<file path="src/rtl/mx_format_pkg.sv">
// Shared MX format definitions: block geometry, element format codes and
// per-format helpers used by the MX ALU front-end.
package mx_format_pkg;

    localparam int SCALING_BLOCK_SIZE  = 32;
    localparam int SCALE_BITS          = 8;
    localparam int ELEM_REGION_BITS    = 256;
    localparam int LARGEST_VECTOR_SIZE = ELEM_REGION_BITS + SCALE_BITS;

    // Element format codes; 6 and 7 are unassigned and treated as illegal.
    typedef enum logic [2:0] {
        MX_E5M2 = 3'd0,
        MX_E4M3 = 3'd1,
        MX_E3M2 = 3'd2,
        MX_E2M3 = 3'd3,
        MX_E2M1 = 3'd4,
        MX_INT8 = 3'd5
    } t_mx_format;

    // Element width in bits; illegal codes fall back to the widest layout.
    function automatic logic [3:0] mx_elem_bits(t_mx_format fmt);
        case (fmt)
            MX_E3M2, MX_E2M3: mx_elem_bits = 4'd6;
            MX_E2M1:          mx_elem_bits = 4'd4;
            default:          mx_elem_bits = 4'd8;
        endcase
    endfunction

    function automatic logic mx_fmt_legal(t_mx_format fmt);
        case (fmt)
            MX_E5M2, MX_E4M3, MX_E3M2, MX_E2M3, MX_E2M1, MX_INT8: mx_fmt_legal = 1'b1;
            default:                                              mx_fmt_legal = 1'b0;
        endcase
    endfunction

endpackage

</file>
<file path="src/rtl/mx_vector_loader.sv">
// Deserializes one MX block (scale beat + W element beats) from a 32-bit
// valid/ready stream into a single 264-bit vector held until consumed.
module mx_vector_loader
    import mx_format_pkg::*;
#(
    parameter int  IN_WIDTH  = SCALING_BLOCK_SIZE,
    localparam int VEC_WIDTH = LARGEST_VECTOR_SIZE
) (
    input  logic                 clk,
    input  logic                 rst_n,
    input  logic                 in_valid,
    output logic                 in_ready,
    input  logic [IN_WIDTH-1:0]  in_data,
    input  logic [2:0]           in_fmt,
    output logic                 out_valid,
    input  logic                 out_ready,
    output logic [VEC_WIDTH-1:0] out_vector,
    output logic [2:0]           out_fmt,
    output logic                 out_err
);

    // Beat placement assumes one word per 32-element scaling block row.
    if (IN_WIDTH != SCALING_BLOCK_SIZE) begin : g_width_check
        $error("mx_vector_loader: IN_WIDTH must equal SCALING_BLOCK_SIZE (32)");
    end

    typedef enum logic [1:0] {
        ST_SCALE = 2'd0,
        ST_ELEMS = 2'd1,
        ST_FULL  = 2'd2
    } t_state;

    t_state               state_q;
    t_state               state_d;
    logic [2:0]           cnt_q;
    logic [VEC_WIDTH-1:0] vec_q;
    logic [2:0]           fmt_q;
    logic                 err_q;

    logic                 in_fire;
    logic [3:0]           elem_bits;
    logic                 last_beat;

    // Handshake flags depend on the state register only.
    assign in_ready  = (state_q != ST_FULL);
    assign out_valid = (state_q == ST_FULL);
    assign in_fire   = in_valid && in_ready;

    // Beat count equals element width, taken from the latched format.
    assign elem_bits = mx_elem_bits(t_mx_format'(fmt_q));
    assign last_beat = ({1'b0, cnt_q} == (elem_bits - 4'd1));

    assign out_vector = vec_q;
    assign out_fmt    = fmt_q;
    assign out_err    = err_q;

    // State register with synchronous reset.
    always_ff @(posedge clk) begin
        // NOTE: sequential state uses non-blocking assignments so every
        // register samples pre-edge values regardless of statement order.
        if (!rst_n) begin
            state_q <= ST_SCALE;
        end else begin
            state_q <= state_d;
        end
    end

    // Next-state logic: scale beat, W element beats, then hold until drained.
    always_comb begin
        // NOTE: default first so no path through the case leaves state_d
        // unassigned, which would otherwise infer a latch.
        state_d = state_q;
        case (state_q)
            ST_SCALE: if (in_fire)              state_d = ST_ELEMS;
            ST_ELEMS: if (in_fire && last_beat) state_d = ST_FULL;
            ST_FULL:  if (out_ready)            state_d = ST_SCALE;
            default:                            state_d = ST_SCALE;
        endcase
    end

    // Datapath: latch scale/format on the scale beat, then fill element words.
    always_ff @(posedge clk) begin
        // NOTE: the vector is plain flops, not a RAM, so it is reset along
        // with the control state; a partial block never survives reset.
        if (!rst_n) begin
            vec_q <= '0;
            cnt_q <= '0;
            fmt_q <= '0;
            err_q <= 1'b0;
        end else if (in_fire) begin
            if (state_q == ST_SCALE) begin
                vec_q <= {in_data[SCALE_BITS-1:0], {ELEM_REGION_BITS{1'b0}}};
                fmt_q <= in_fmt;
                err_q <= !mx_fmt_legal(t_mx_format'(in_fmt));
                cnt_q <= '0;
            end else begin
                vec_q[{cnt_q, 5'b00000} +: IN_WIDTH] <= in_data;
                cnt_q <= cnt_q + 3'd1;
            end
        end
    end

endmodule

</file>
<file path="config.mk">
export PLATFORM = sky130hd
export DESIGN_NAME = mx_vector_loader
export DESIGN_NICKNAME = d
export VERILOG_FILES = /design/src/rtl/mx_format_pkg.sv /design/src/rtl/mx_vector_loader.sv
export SDC_FILE = /design/constraint.sdc
export NUM_CORES = 1
export LEC_CHECK = 0
export CAP_MARGIN = 10
export CORE_AREA = 2 2 155 157
export CTS_CLUSTER_SIZE = 25
export DETAILED_ROUTE_END_ITERATION = 10
export DIE_AREA = 0 0 157 159
export PLACE_DENSITY = 0.68
export SLEW_MARGIN = 10
export SYNTH_ARGS = -nofsm -noshare
export SYNTH_HDL_FRONTEND = slang
export SYNTH_SLANG_ARGS = --single-unit
export TNS_END_PERCENT = 100
</file>
<file path="constraint.sdc">
create_clock -name clk -period 2.6 [get_ports clk]
set_input_delay 0.39 -clock clk [delete_from_list [all_inputs] [get_ports clk]]
set_output_delay 0.39 -clock clk [all_outputs]
set_load 0.01 [all_outputs]
</file>
# Word-level counts from Yosys, hierarchy flattened
# Index checks and enable logic that the tools add are counted.
totals:
  mem_bits_rw: 0
  output_inout_bits: 270
  rom_bits: 0
  inputBits: 39
  latch_bits: 0
  word_cells: 46
  n_memories: 0
  regBits: 273
op_classes:
  div: 0
  eq_ne: 15
  bitwise: 0
  n_mux: 12
  n_lt_le_gt_ge: 0
  reduce_logical: 9
  multipliers: 0
  addsub: 3
  n_shift: 2
ops:
  columns: ["operator", "count"]
  rows:
  - ["$bwmux 264", 1]
  - ["$mux 264", 1]
  - ["$shift 32x10->264 const A", 1]
  - ["$shiftx 32x10->264", 1]
  - ["$eq 3x2->1 const B", 4]
  - ["$neg 8->10", 1]
  - ["$eq 3x3->1 const B", 3]
  - ["$pmux 4 s2", 1]
  - ["$mux 2", 3]
  - ["$ne 2x2->1 const B", 3]
  - ["$pmux 2 s3", 1]
  - ["$reduce_or 6->1", 1]
  - ["$eq 3x4->1", 1]
  - ["$mux 1", 4]
  - ["$sub 4x1->4 const B", 1]
  - ["$add 3x1->3 const B", 1]
  - ["$eq 3x1->1 const B", 1]
  - ["$logic_not 3->1", 1]
  - ["$mux 3", 1]
  - ["$reduce_and 3->1", 1]
  - ["$eq 2x1->1 const B", 1]
  - ["$eq 2x2->1 const B", 1]
  - ["$logic_and 1x1->1", 2]
  - ["$logic_not 2->1", 1]
  - ["other kinds (4)", 4]

# Logic depth before layout (Yosys ltp)
# Gate-level depths: netlist of the first run.
depth:
  ltp_word: 8
  depth_mapped: 10
  ltp_nobuf: 7

# Least setup slack after synthesis of the first run
# OpenSTA, ideal clock, no wires.
synth_path:
  kind: "reg2reg"
  startpoint: "register cnt_q[0]"
  endpoint: "register vec_q[259], in the netlist out_vector[259]"
  stages_incl_launch_ff: 11
  path_slack_ns: 0.353
  setup_ns: 0.138
  path_buffers: 3
  required_time_ns: 2.462
  arrival_time_ns: 2.109
  synth_period_minus_slack_ns: 2.247
  cell_sequence: "dfxtp_1 > buf_6 > inv_1 > ha_1 > ha_1 > nor3_2 > or3b_1 > buf_2 > buf_2 > nand3_1 > o221ai_1"
synth_between:
  elab_chain_cells: 4
  elab_cells_between_ends: 5
  cone_classes: "add/sub: 1; shift: 2; mux: 2"
synth_rtl:
  columns: ["element", "line", "source"]
  rows:
  - ["start, declared", "mx_vector_loader.sv:35", "logic [2:0] cnt_q;"]
  - ["start signal, assigned", "mx_vector_loader.sv:98", "cnt_q <= cnt_q + 3'd1;"]
  - ["$neg 8->10 (*)", "mx_vector_loader.sv:97", "vec_q[{cnt_q, 5'b00000} +: IN_WIDTH] <= in_data;"]
  - ["$shiftx 32x10->264 / $shift 32x10->264 (equally long branches)", "mx_vector_loader.sv:97", null]
  - ["$bwmux 264 (*)", "mx_vector_loader.sv:97", null]
  - ["$mux 264 (*)", "mx_vector_loader.sv:91", "if (state_q == ST_SCALE) begin"]
  - ["end signal, assigned", "mx_vector_loader.sv:92", "vec_q <= {in_data[SCALE_BITS-1:0], {ELEM_REGION_BITS{1'b0}}};"]
  - ["end signal, assigned by index", "mx_vector_loader.sv:97", null]
  - ["end, declared", "mx_vector_loader.sv:36", "logic [VEC_WIDTH-1:0] vec_q;"]
# Mark *: on every way between the ends. The rest lies on a longest branch, timed or not.
# A chain may end at the register's enable or synchronous reset.

# Worst setup path after layout of the first run
layout_path:
  startpoint: "register cnt_q[1]"
  endpoint: "register vec_q[136], in the netlist out_vector[136]"
# Same word-level chain as after synthesis.

==> impl_metrics.csv, run 1 <==
group,metric,value,unit
synth,post_synth_num_cell_types,41,
placement,dpl_cell_area,12600,um^2
timing,timing.final.crit_share,95.2,%
clocking,clkTransAtPathRegs,0.06,ns
power_and_ir_drop,switching_share,22.7,%
synth,synth_area,9210,um^2
drt,vias,7510,
worst_setup_path,critical_path.startpoint_type,"register",
timing,max_slew_margin,28.4,%
die,die_y,159,um
timing,worstMarginPinSlew,1.07,ns
placement,gp_congestion,0.807,
die,io-pin-count,309,
final_layout,fin_util,58.5,%
global_routing,grt_pass1_wl,46.2,mm
worst_setup_path,arrival,2.95,ns
outcome,status,"finished, final reports clean",
synth,synth.area.top_cells,"dfxtp_1 (59%), a22o_1 (24%), and2_1 (2.3%), clkbuf_1 (2.0%), buf_6 (1.8%)",
worst_setup_path,worst-path-max-fanout,12,
clocking,cts_tree,"done",
synth,seq_area_frac_synth,59.3,%
timing,worst_slack,0.124,ns
synth,syn_inst,770,
worst_setup_path,critPathRequiredTime,3.08,ns
synth,synth-edff-count,0,
synth,ys_top_cells_by_count,"dfxtp_1 (273), a22o_1 (256), clkbuf_1 (49)",
clocking,cts_sinks,273,
power_and_ir_drop,power.density,652,nW/um^2
min_path,hold_class,"in -> reg",
synth,avgSynthCellArea,12.0,um^2
drt,firstDrtPassIters,5,
drt,met2_length,14.2,mm
drt,final_antenna_net_count,0,
clocking,ctsHtreeMaxLevel,1,
power_and_ir_drop,p_seq_share,47.8,%
worst_setup_path,worst-path-buf-inv,2,
die,row_count,56,
timing,fin_worst_skew,0.00960,ns
final_layout,fillerInstances,1925,
power_and_ir_drop,peakVddDrop,0.000420,V
worst_setup_path,critPathTopFamily,"simple AND/OR/NAND/NOR gates",
drt,via_per_inst,5.41,
worst_setup_path,ff2ff_setup_slack,0.12,ns
worst_setup_path,slowest_delay,0.42,ns
placement,pre_cts_ws,0.0140,ns
drt,wl_met3,2.74,mm
placement,io_buffers,308,
timing,slew_viol_final,0,
power_and_ir_drop,p_sw,2.01,mW
worst_setup_path,crit_top_cell,"ha_1",
drt,wl_met1,13.5,mm
timing,fmax,404,MHz
synth,synth_warnings,0,
synth,yosysMostFrequentCell,"dfxtp_1",
global_routing,grt_pass1_vias,7365,
power_and_ir_drop,p_clk_share,46.1,%
timing,setup_violations,0,
final_layout,num_antenna_cells,0,
drt,wl,31.1,mm
timing,fin_setup_tns,0,ns
worst_setup_path,crit_path_top_delay_cell,"or3b_1",
worst_setup_path,end_kind,"register",
clocking,cts_buffers,28,
final_layout,fin_nets,1091,
timing,rsz0062_at_grt,"true",
global_routing,antenna_found_initial,0,
power_and_ir_drop,pwr-share-comb,6.1,%
die,die_x,157,um
global_routing,grt_start_max_net_pins,33,
synth,yosysTopAreaCell,"dfxtp_1",
drt,drt_iter0_drc,425,
die,start_util,39.7,%
clocking,cts-hold-fix-buffers,0,
worst_setup_path,cp_cell_sequence,"inv_1 > ha_1 > ha_1 > or3b_1 > nor3_4 > and4_2 > buf_4 > a22o_1",
synth,synth_top_area_share,59.3,%
timing,fin_crit,2.48,ns
job,drv_cap,0,
drt,highest_layer,"met4",
worst_setup_path,worstSetupPathType,"reg -> reg",
clocking,clock_latency,0.54,ns
placement,hpwl,21.1,mm
die,die_area,25000,um^2
timing,fin_hold_ws,0.465,ns
clocking,clockBufferDepth,3,
global_routing,grt_overflow_total,0,
synth,synth-async-reset-ratio,0,%
power_and_ir_drop,power.internal,6.84,mW
drt,wl_per_cell,22.4,um
timing,hold_viol_final,0,
synth,syn-num-nets,814,
global_routing,grtUsageTotal,23.8,%
power_and_ir_drop,p_leak,5.06,nW
clocking,cts_root_buffer,"clkbuf_16",
final_layout,final_cell_area,13600,um^2
synth,synthFlopType,"dfxtp_1",
synth,ys_seq_elements,273,
final_layout,area_delta_synth_final,47.4,%
drt,drcViolationCount,0,
final_layout,drive_above_1_share,9.64,%
die,core,23200,um^2
-- repair_timing --
action | 4_1_cts | 5_1_grt
gates resized for setup | 1 | 3
setup buffers | 0 | 2
gates cloned | 0 | 1
setup endpoints to repair | 43 | 132
endpoints found under the hold margin | 0 | 0
pin swaps | 1 | 2
-- layer usage --
layer,vias up,track usage [%]
li1,3447,-
met1,3672,32.5
met2,353,38.0
met3,38,5.82
met4,0,5.59
met5,-,0
-- cell usage in the layout, fill, tap and decap left out, drive strengths merged, types with 2 or more instances in the layout --
cell type	n
clkdlybuf4s50	308
dfxtp	273
a22o	256
clkbuf	42
and2	34
buf	34
nor2	20
nand3	12
nand2	11
a22oi	8
o221ai	8
clkinv	8
a31oi	6
inv	5
ha	5
nor2b	4
nand2b	4
or3b	3
a21oi	3
nor3	3
nand4	2
o22ai	2
mux2i	2
bufinv	2
-- state kept, by name (all words and copies together), names as in the netlist --
name	flops
out_vector	264
cnt_q	3
out_fmt	3
state_q	2
out_err	1
-- kinds of logic after synthesis --
logic type / count (synthesis) / synth area share [%]
buffers and inverters: 102 / 5.83
XOR/XNOR: 1 / 0.0951
AO/OA/AOI/OAI: 288 / 27.8
AND/OR/NAND/NOR: 99 / 6.01
adder cells (fa/ha/maj): 5 / 0.679
flip-flops: 273 / 59.3
multiplexers: 2 / 0.217
-- power by group through the flow --
stage	Combinational (mW)	Sequential [mW]	Clock, mW
finish	0.541	4.23	4.08
floorplan	0.278	4.33	0
CTS	0.534	4.23	4.13
global route	0.576	4.23	4.30
detailed placement	0.531	4.33	0
global placement	0.528	4.33	0
-- cell type report --
cell class,count,area (um^2),area share [%]
clock buffer,42,843,6.21
multi-input combinational,396,3330,24.6
inverter,6,22.5,0.166
tap,319,399,2.94
timing repair buffer,342,3400,25.0
clock inverter,9,110,0.811
sequential,273,5470,40.3
-- worst min-delay path, stage by stage --
cell	delay, ns
clkdlybuf4s50_1	0.39
mux2i_1	0.13
nor2_1	0.05
-- final timing paths --
kind	from	cells past startpoint	end
setup reg to reg	cnt_q[1]	8	out_vector[136]
setup / recovery	cnt_q[1]	8	out_vector[136]
hold reg to reg	out_vector[150]	1	out_vector[150]
hold / removal	in_fmt[0]	3	out_fmt[0]
-- per-stage QoR --
stage	power (mW)	cells
2_1_floorplan	4.61	770
3_3_place_gp	4.85	1333
3_5_place_dp	4.86	1333
4_1_cts	8.90	1384
5_1_grt	9.11	1387
6_report	8.85	1387
No activity file was read; power rests on OpenSTA's default activity.
==> inputs of run 2 (changes only) <==
--- a/config.mk
+++ b/config.mk
@@ -5,12 +5,12 @@
 export SDC_FILE = /design/constraint.sdc
 export NUM_CORES = 1
 export LEC_CHECK = 0
-export CAP_MARGIN = 10
+export CAP_MARGIN = 20
 export CORE_AREA = 2 2 155 157
 export CTS_CLUSTER_SIZE = 25
 export DETAILED_ROUTE_END_ITERATION = 10
 export DIE_AREA = 0 0 157 159
-export PLACE_DENSITY = 0.68
+export PLACE_DENSITY = 0.71
 export SLEW_MARGIN = 10
 export SYNTH_ARGS = -nofsm -noshare
 export SYNTH_HDL_FRONTEND = slang
==> constraint.sdc (replaced) <==
create_clock -name clk -period 2 [get_ports clk]
set_input_delay 0.3 -clock clk [delete_from_list [all_inputs] [get_ports clk]]
set_output_delay 0.3 -clock clk [all_outputs]
set_load 0.01 [all_outputs]
==> impl_metrics.csv, run 2 (synthesis results as in run 1) <==
group,metric,value,unit
outcome,status,"finished with violations",
outcome,violations,"negative setup slack",
drt,highest_layer,"met4",
final_layout,largest_register_ff_count,264,
drt,wl,34.7,mm
die,io-pin-count,309,
drt,drcViolationCount,0,
drt,drt_iter0_drc,477,
clocking,cts-hold-fix-buffers,0,
worst_setup_path,worst-path-buf-inv,3,
final_layout,drive_above_1_share,16.8,%
timing,fin_hold_ws,0.365,ns
global_routing,grt_pass1_vias,7915,
worst_setup_path,worst-path-max-fanout,5,
clocking,cts_tree,"done",
worst_setup_path,crit_top_cell,"ha_4",
worst_setup_path,arrival,2.65,ns
die,core,23200,um^2
final_layout,final_common_cell,"clkdlybuf4s50_1",
power_and_ir_drop,power.density,791,nW/um^2
timing,fin_worst_skew,0.00891,ns
timing,worst_slack,-0.213,ns
global_routing,antenna_found_initial,0,
die,start_util,39.7,%
clocking,clockBufferDepth,3,
clocking,ctsHtreeMaxLevel,1,
final_layout,area_delta_synth_final,60.0,%
timing,worstMarginPinSlew,0.473,ns
worst_setup_path,worstSetupPathType,"reg -> reg",
placement,dpl_cell_area,13200,um^2
global_routing,grtUsageTotal,26.7,%
drt,wl_met3,3.03,mm
drt,via_per_inst,5.48,
worst_setup_path,end_kind,"register",
clocking,cts_buffers,28,
timing,setup_violations,39,
drt,firstDrtPassIters,7,
die,row_count,56,
drt,met2_length,16.1,mm
drt,final_antenna_net_count,0,
final_layout,final_cell_area,14700,um^2
clocking,cts_root_buffer,"clkbuf_16",
timing,slew_viol_final,0,
worst_setup_path,slowest_delay,0.39,ns
timing,timing.final.crit_share,111,%
final_layout,multi_input_area,3500,um^2
placement,gp_congestion,0.857,
final_layout,fin_nets,1158,
final_layout,seqCellArea,5470,um^2
worst_setup_path,critPathRequiredTime,2.44,ns
timing,hold_viol_final,0,
global_routing,grt_start_max_net_pins,38,
timing,max_slew_margin,68.5,%
final_layout,fin_util,63.5,%
worst_setup_path,cp_cell_sequence,"inv_4 > ha_4 > ha_4 > or3b_4 > nor3_4 > buf_6 > o22ai_4 > bufbuf_16 > a22o_1",
timing,fmax,452,MHz
placement,io_buffers,308,
clocking,clock_latency,0.54,ns
final_layout,mostFrequentLayoutCells,"clkdlybuf4s50_1 (306), dfxtp_1 (269), a22o_1 (256)",
worst_setup_path,critical_path.startpoint_type,"register",
global_routing,grt_pass1_wl,50.7,mm
timing,rsz0062_at_grt,"true",
job,drv_cap,0,
clocking,clkTransAtPathRegs,0.06,ns
die,die_y,159,um
worst_setup_path,critPathTopFamily,"simple AND/OR/NAND/NOR gates",
final_layout,num_antenna_cells,0,
placement,hpwl,22.3,mm
drt,wl_per_cell,23.9,um
drt,vias,7962,
timing,fin_crit,2.21,ns
final_layout,fillerInstances,1827,
clocking,cts_sinks,273,
power_and_ir_drop,p_leak,5.55,nW
die,die_x,157,um
power_and_ir_drop,peakVddDrop,0.000603,V
global_routing,grt_overflow_total,0,
die,die_area,25000,um^2
worst_setup_path,crit_path_top_delay_cell,"or3b_4",
min_path,hold_class,"in -> reg",
drt,wl_met1,14.6,mm
## run 2: power breakdown
part | internal (mW) | total, mW | switching [mW]
clock | 3.01 | 5.17 | 2.16
combinational | 0.453 | 0.980 | 0.527
sequential | 5.48 | 5.51 | 0.0321
total | 8.94 | 11.7 | 2.72
## run 2: path summary, 6_finish.rpt
check / endpoint / startpoint / depth (start not counted) / slack [ns]
min: out_err / in_fmt[2] / 3 / 0.37
min reg2reg: out_err / out_err / 2 / 0.47
max: out_vector[138] / cnt_q[0] / 9 / -0.21
max reg2reg: out_vector[138] / cnt_q[0] / 9 / -0.21
## run 2: timing repair
action	CTS	global route
buffers inserted	10	8
pin swaps	21	8
cloned	8	1
setup endpoints to repair	226	231
resized for setup	30	5
## run 2: metal layers
layer,global-route usage (%),up-vias
met5,0,-
met4,7.88,0
met3,5.69,60
met2,43.0,413
met1,36.2,3885
li1,-,3604
## run 2: final cells by class
class,count,area share [%]
Sequential cell,273,37.2
Timing Repair Buffer,407,29.9
Multi-Input combinational cell,398,23.8
Clock buffer,43,5.68
Tap cell,319,2.71
Clock inverter,7,0.552
Inverter,6,0.170
## run 2: worst register-to-register path: stages (launching register included)
cell,delay [ns]
dfxtp_4,0.36
inv_4,0.04
ha_4,0.16
ha_4,0.28
or3b_4,0.40
nor3_4,0.16
buf_6,0.13
o22ai_4,0.10
bufbuf_16,0.31
a22o_1,0.18
## run 2: through the flow
| stage | cells | setup slack, ns | setup TNS, ns | total power [mW] |
|---|---|---|---|---|
| after global routing | 1453 | -0.285 | -11.61 | 12.0 |
| after global placement | 1376 | -0.353 | -49.23 | 6.42 |
| after detailed placement | 1376 | -0.436 | -57.87 | 6.43 |
| after CTS | 1444 | -0.187 | -4.86 | 11.6 |
| final | 1453 | -0.213 | -5.22 | 11.7 |
| after floorplan | 770 | -0.111 | -3.64 | 6.01 |
==> inputs of run 3 (changes only) <==
--- a/config.mk
+++ b/config.mk
@@ -10,6 +10,7 @@
 export CTS_CLUSTER_SIZE = 25
 export DETAILED_ROUTE_END_ITERATION = 10
 export DIE_AREA = 0 0 157 159
+export GPL_TIMING_DRIVEN = 0
 export PLACE_DENSITY = 0.71
 export SLEW_MARGIN = 10
 export SYNTH_ARGS = -nofsm -noshare
==> impl_metrics.csv, run 3 (synthesis results as in run 1) <==
group,metric,value,unit
placement,gp_congestion,0.830,
min_path,holdPathStages,3,
power_and_ir_drop,finalPower,11.5,mW
worst_setup_path,crit_path_top_delay_cell,"or3b_4",
clocking,clock_latency,0.55,ns
worst_setup_path,end_kind,"register",
placement,pre_cts_ws,-0.880,ns
worst_setup_path,critPathRequiredTime,2.44,ns
timing,worst_slack,-0.148,ns
die,io-pin-count,309,
die,die_x,157,um
drt,firstDrtPassIters,5,
global_routing,top_usage_layer,"met2",
worst_setup_path,critical_path.startpoint_type,"register",
timing,setup_violations,181,
drt,wl,32.2,mm
power_and_ir_drop,peakVddDrop,0.000604,V
worst_setup_path,ff2ff_setup_slack,-0.15,ns
global_routing,grt_start_max_net_pins,15,
worst_setup_path,slowest_delay,0.39,ns
global_routing,grtUsageTotal,24.8,%
global_routing,grt_use_met1,32.8,%
clocking,cts_sinks,273,
timing,rsz0062_at_grt,"true",
die,row_count,56,
timing,fin_worst_skew,0.0228,ns
timing,fmax,466,MHz
final_layout,num_antenna_cells,0,
placement,hpwl,22.2,mm
timing,fin_crit,2.15,ns
drt,wl_per_cell,22.0,um
global_routing,use_met2,39.5,%
timing,hold_viol_final,0,
placement,io_buffers,307,
clocking,ctsHtreeMaxLevel,1,
job,drv_cap,0,
worst_setup_path,worst-path-max-fanout,6,
timing,timing.final.crit_share,107,%
power_and_ir_drop,power.density,813,nW/um^2
global_routing,met3_usage,6.40,%
die,core,23200,um^2
drt,drt_iter0_drc,391,
global_routing,grt_pass1_wl,48.0,mm
timing,worstMarginPinSlew,0.590,ns
final_layout,area_delta_synth_final,53.4,%
worst_setup_path,arrival,2.59,ns
global_routing,grt_pass1_vias,7626,
worst_setup_path,r2r_cells,10,
clocking,cts_buffers,28,
final_layout,drive_above_1_share,15.3,%
outcome,status,"finished with violations",
worst_setup_path,cp_cell_sequence,"buf_6 > inv_6 > ha_4 > ha_4 > or3b_4 > nor3_4 > buf_4 > o22ai_4 > buf_4 > a22o_1",
timing,fin_hold_ws,0.153,ns
drt,via_per_inst,5.34,
timing,max_slew_margin,60.7,%
die,start_util,39.7,%
worst_setup_path,worstSetupPathType,"reg -> reg",
final_layout,mostFrequentLayoutCells,"clkdlybuf4s50_1 (306), dfxtp_1 (269), a22o_1 (256)",
final_layout,final_common_cell,"clkdlybuf4s50_1",
clocking,clkTransAtPathRegs,0.07,ns
clocking,cts_tree,"done",
final_layout,largest_register_ff_count,264,
outcome,violations,"negative setup slack",
die,die_y,159,um
global_routing,antenna_found_initial,0,
global_routing,grt_overflow_total,0,
die,die_area,25000,um^2
final_layout,fin_nets,1170,
min_path,hold_class,"in -> reg",
power_and_ir_drop,p_leak,5.36,nW
drt,vias,7814,
drt,drcViolationCount,0,
clocking,cts_root_buffer,"clkbuf_16",
timing,slew_viol_final,0,
clocking,clockBufferDepth,3,
drt,final_antenna_net_count,0,
## run 3: cell types whose count changed in the layout (fill, tap and decap cells not counted), sizes merged
cell          before  now
dlymetal6s2s       0    1
bufbuf             2    0
buf               96   74
dlygate4sd2        2    0
a31oi              9    6
clkbuf            44   77
clkinvlp           0    3
bufinv             1    2
clkinv             6    8
inv                6    5
## run 3: power breakdown
part / total, mW / leakage [nW] / switching [mW] / internal, mW
combinational: 0.779 / 2.70 / 0.468 / 0.311
sequential: 5.50 / 2.20 / 0.0297 / 5.47
clock: 5.20 / 0.450 / 2.17 / 3.03
total: 11.5 / 5.36 / 2.66 / 8.82
## run 3: metrics by stage
stage | instances | setup TNS, ns | utilization, % | area, um^2
after floorplan | 770 | -3.64 | - | 9300
after global routing | 1463 | -29.68 | 60.9 | 14100
final | 1463 | -13.99 | 60.9 | 14100
after global placement | 1396 | -157.29 | 55.1 | 12800
after detailed placement | 1396 | -162.18 | 55.1 | 12800
after CTS | 1457 | -11.90 | 60.5 | 14000
## run 3: worst max-delay path: cells and delay by family (launching register included)
kind / cells / cell delay (ns)
and+or+nand+nor: 2 / 0.51
buffers and inverters: 4 / 0.47
adders and majority gates: 2 / 0.43
DFF: 1 / 0.33
AOI/OAI and AO/OA: 2 / 0.31
## run 3: path summary, 6_finish.rpt
path                   startpoint              end
setup / recovery         cnt_q[0]  out_vector[146]
hold / removal           in_valid       state_q[0]
setup reg to reg         cnt_q[0]  out_vector[146]
hold reg to reg   out_vector[152]  out_vector[152]
## run 3: layer usage
metal,vias up,share of wire [%]
li1,3599,-
met5,-,0
met3,73,8.4
met1,3794,42
met2,348,46
met4,0,3.7
## run 3: layout make-up
class	count	area, um^2
fillers	1904	9060
inverters	6	27.5
clock buffers	36	791
plain buffers	92	582
flip-flops and latches	273	5470
well taps	319	399
clock inverters	12	129
repair buffers	330	3300
multi-input cells	395	3430
## run 3: repair_timing
action	4_1_cts	5_1_grt
pin swaps	5	7
setup buffers	13	8
gates resized for setup	68	24
hold buffers	0	0
endpoints found under the setup margin	265	258
cloned	2	0
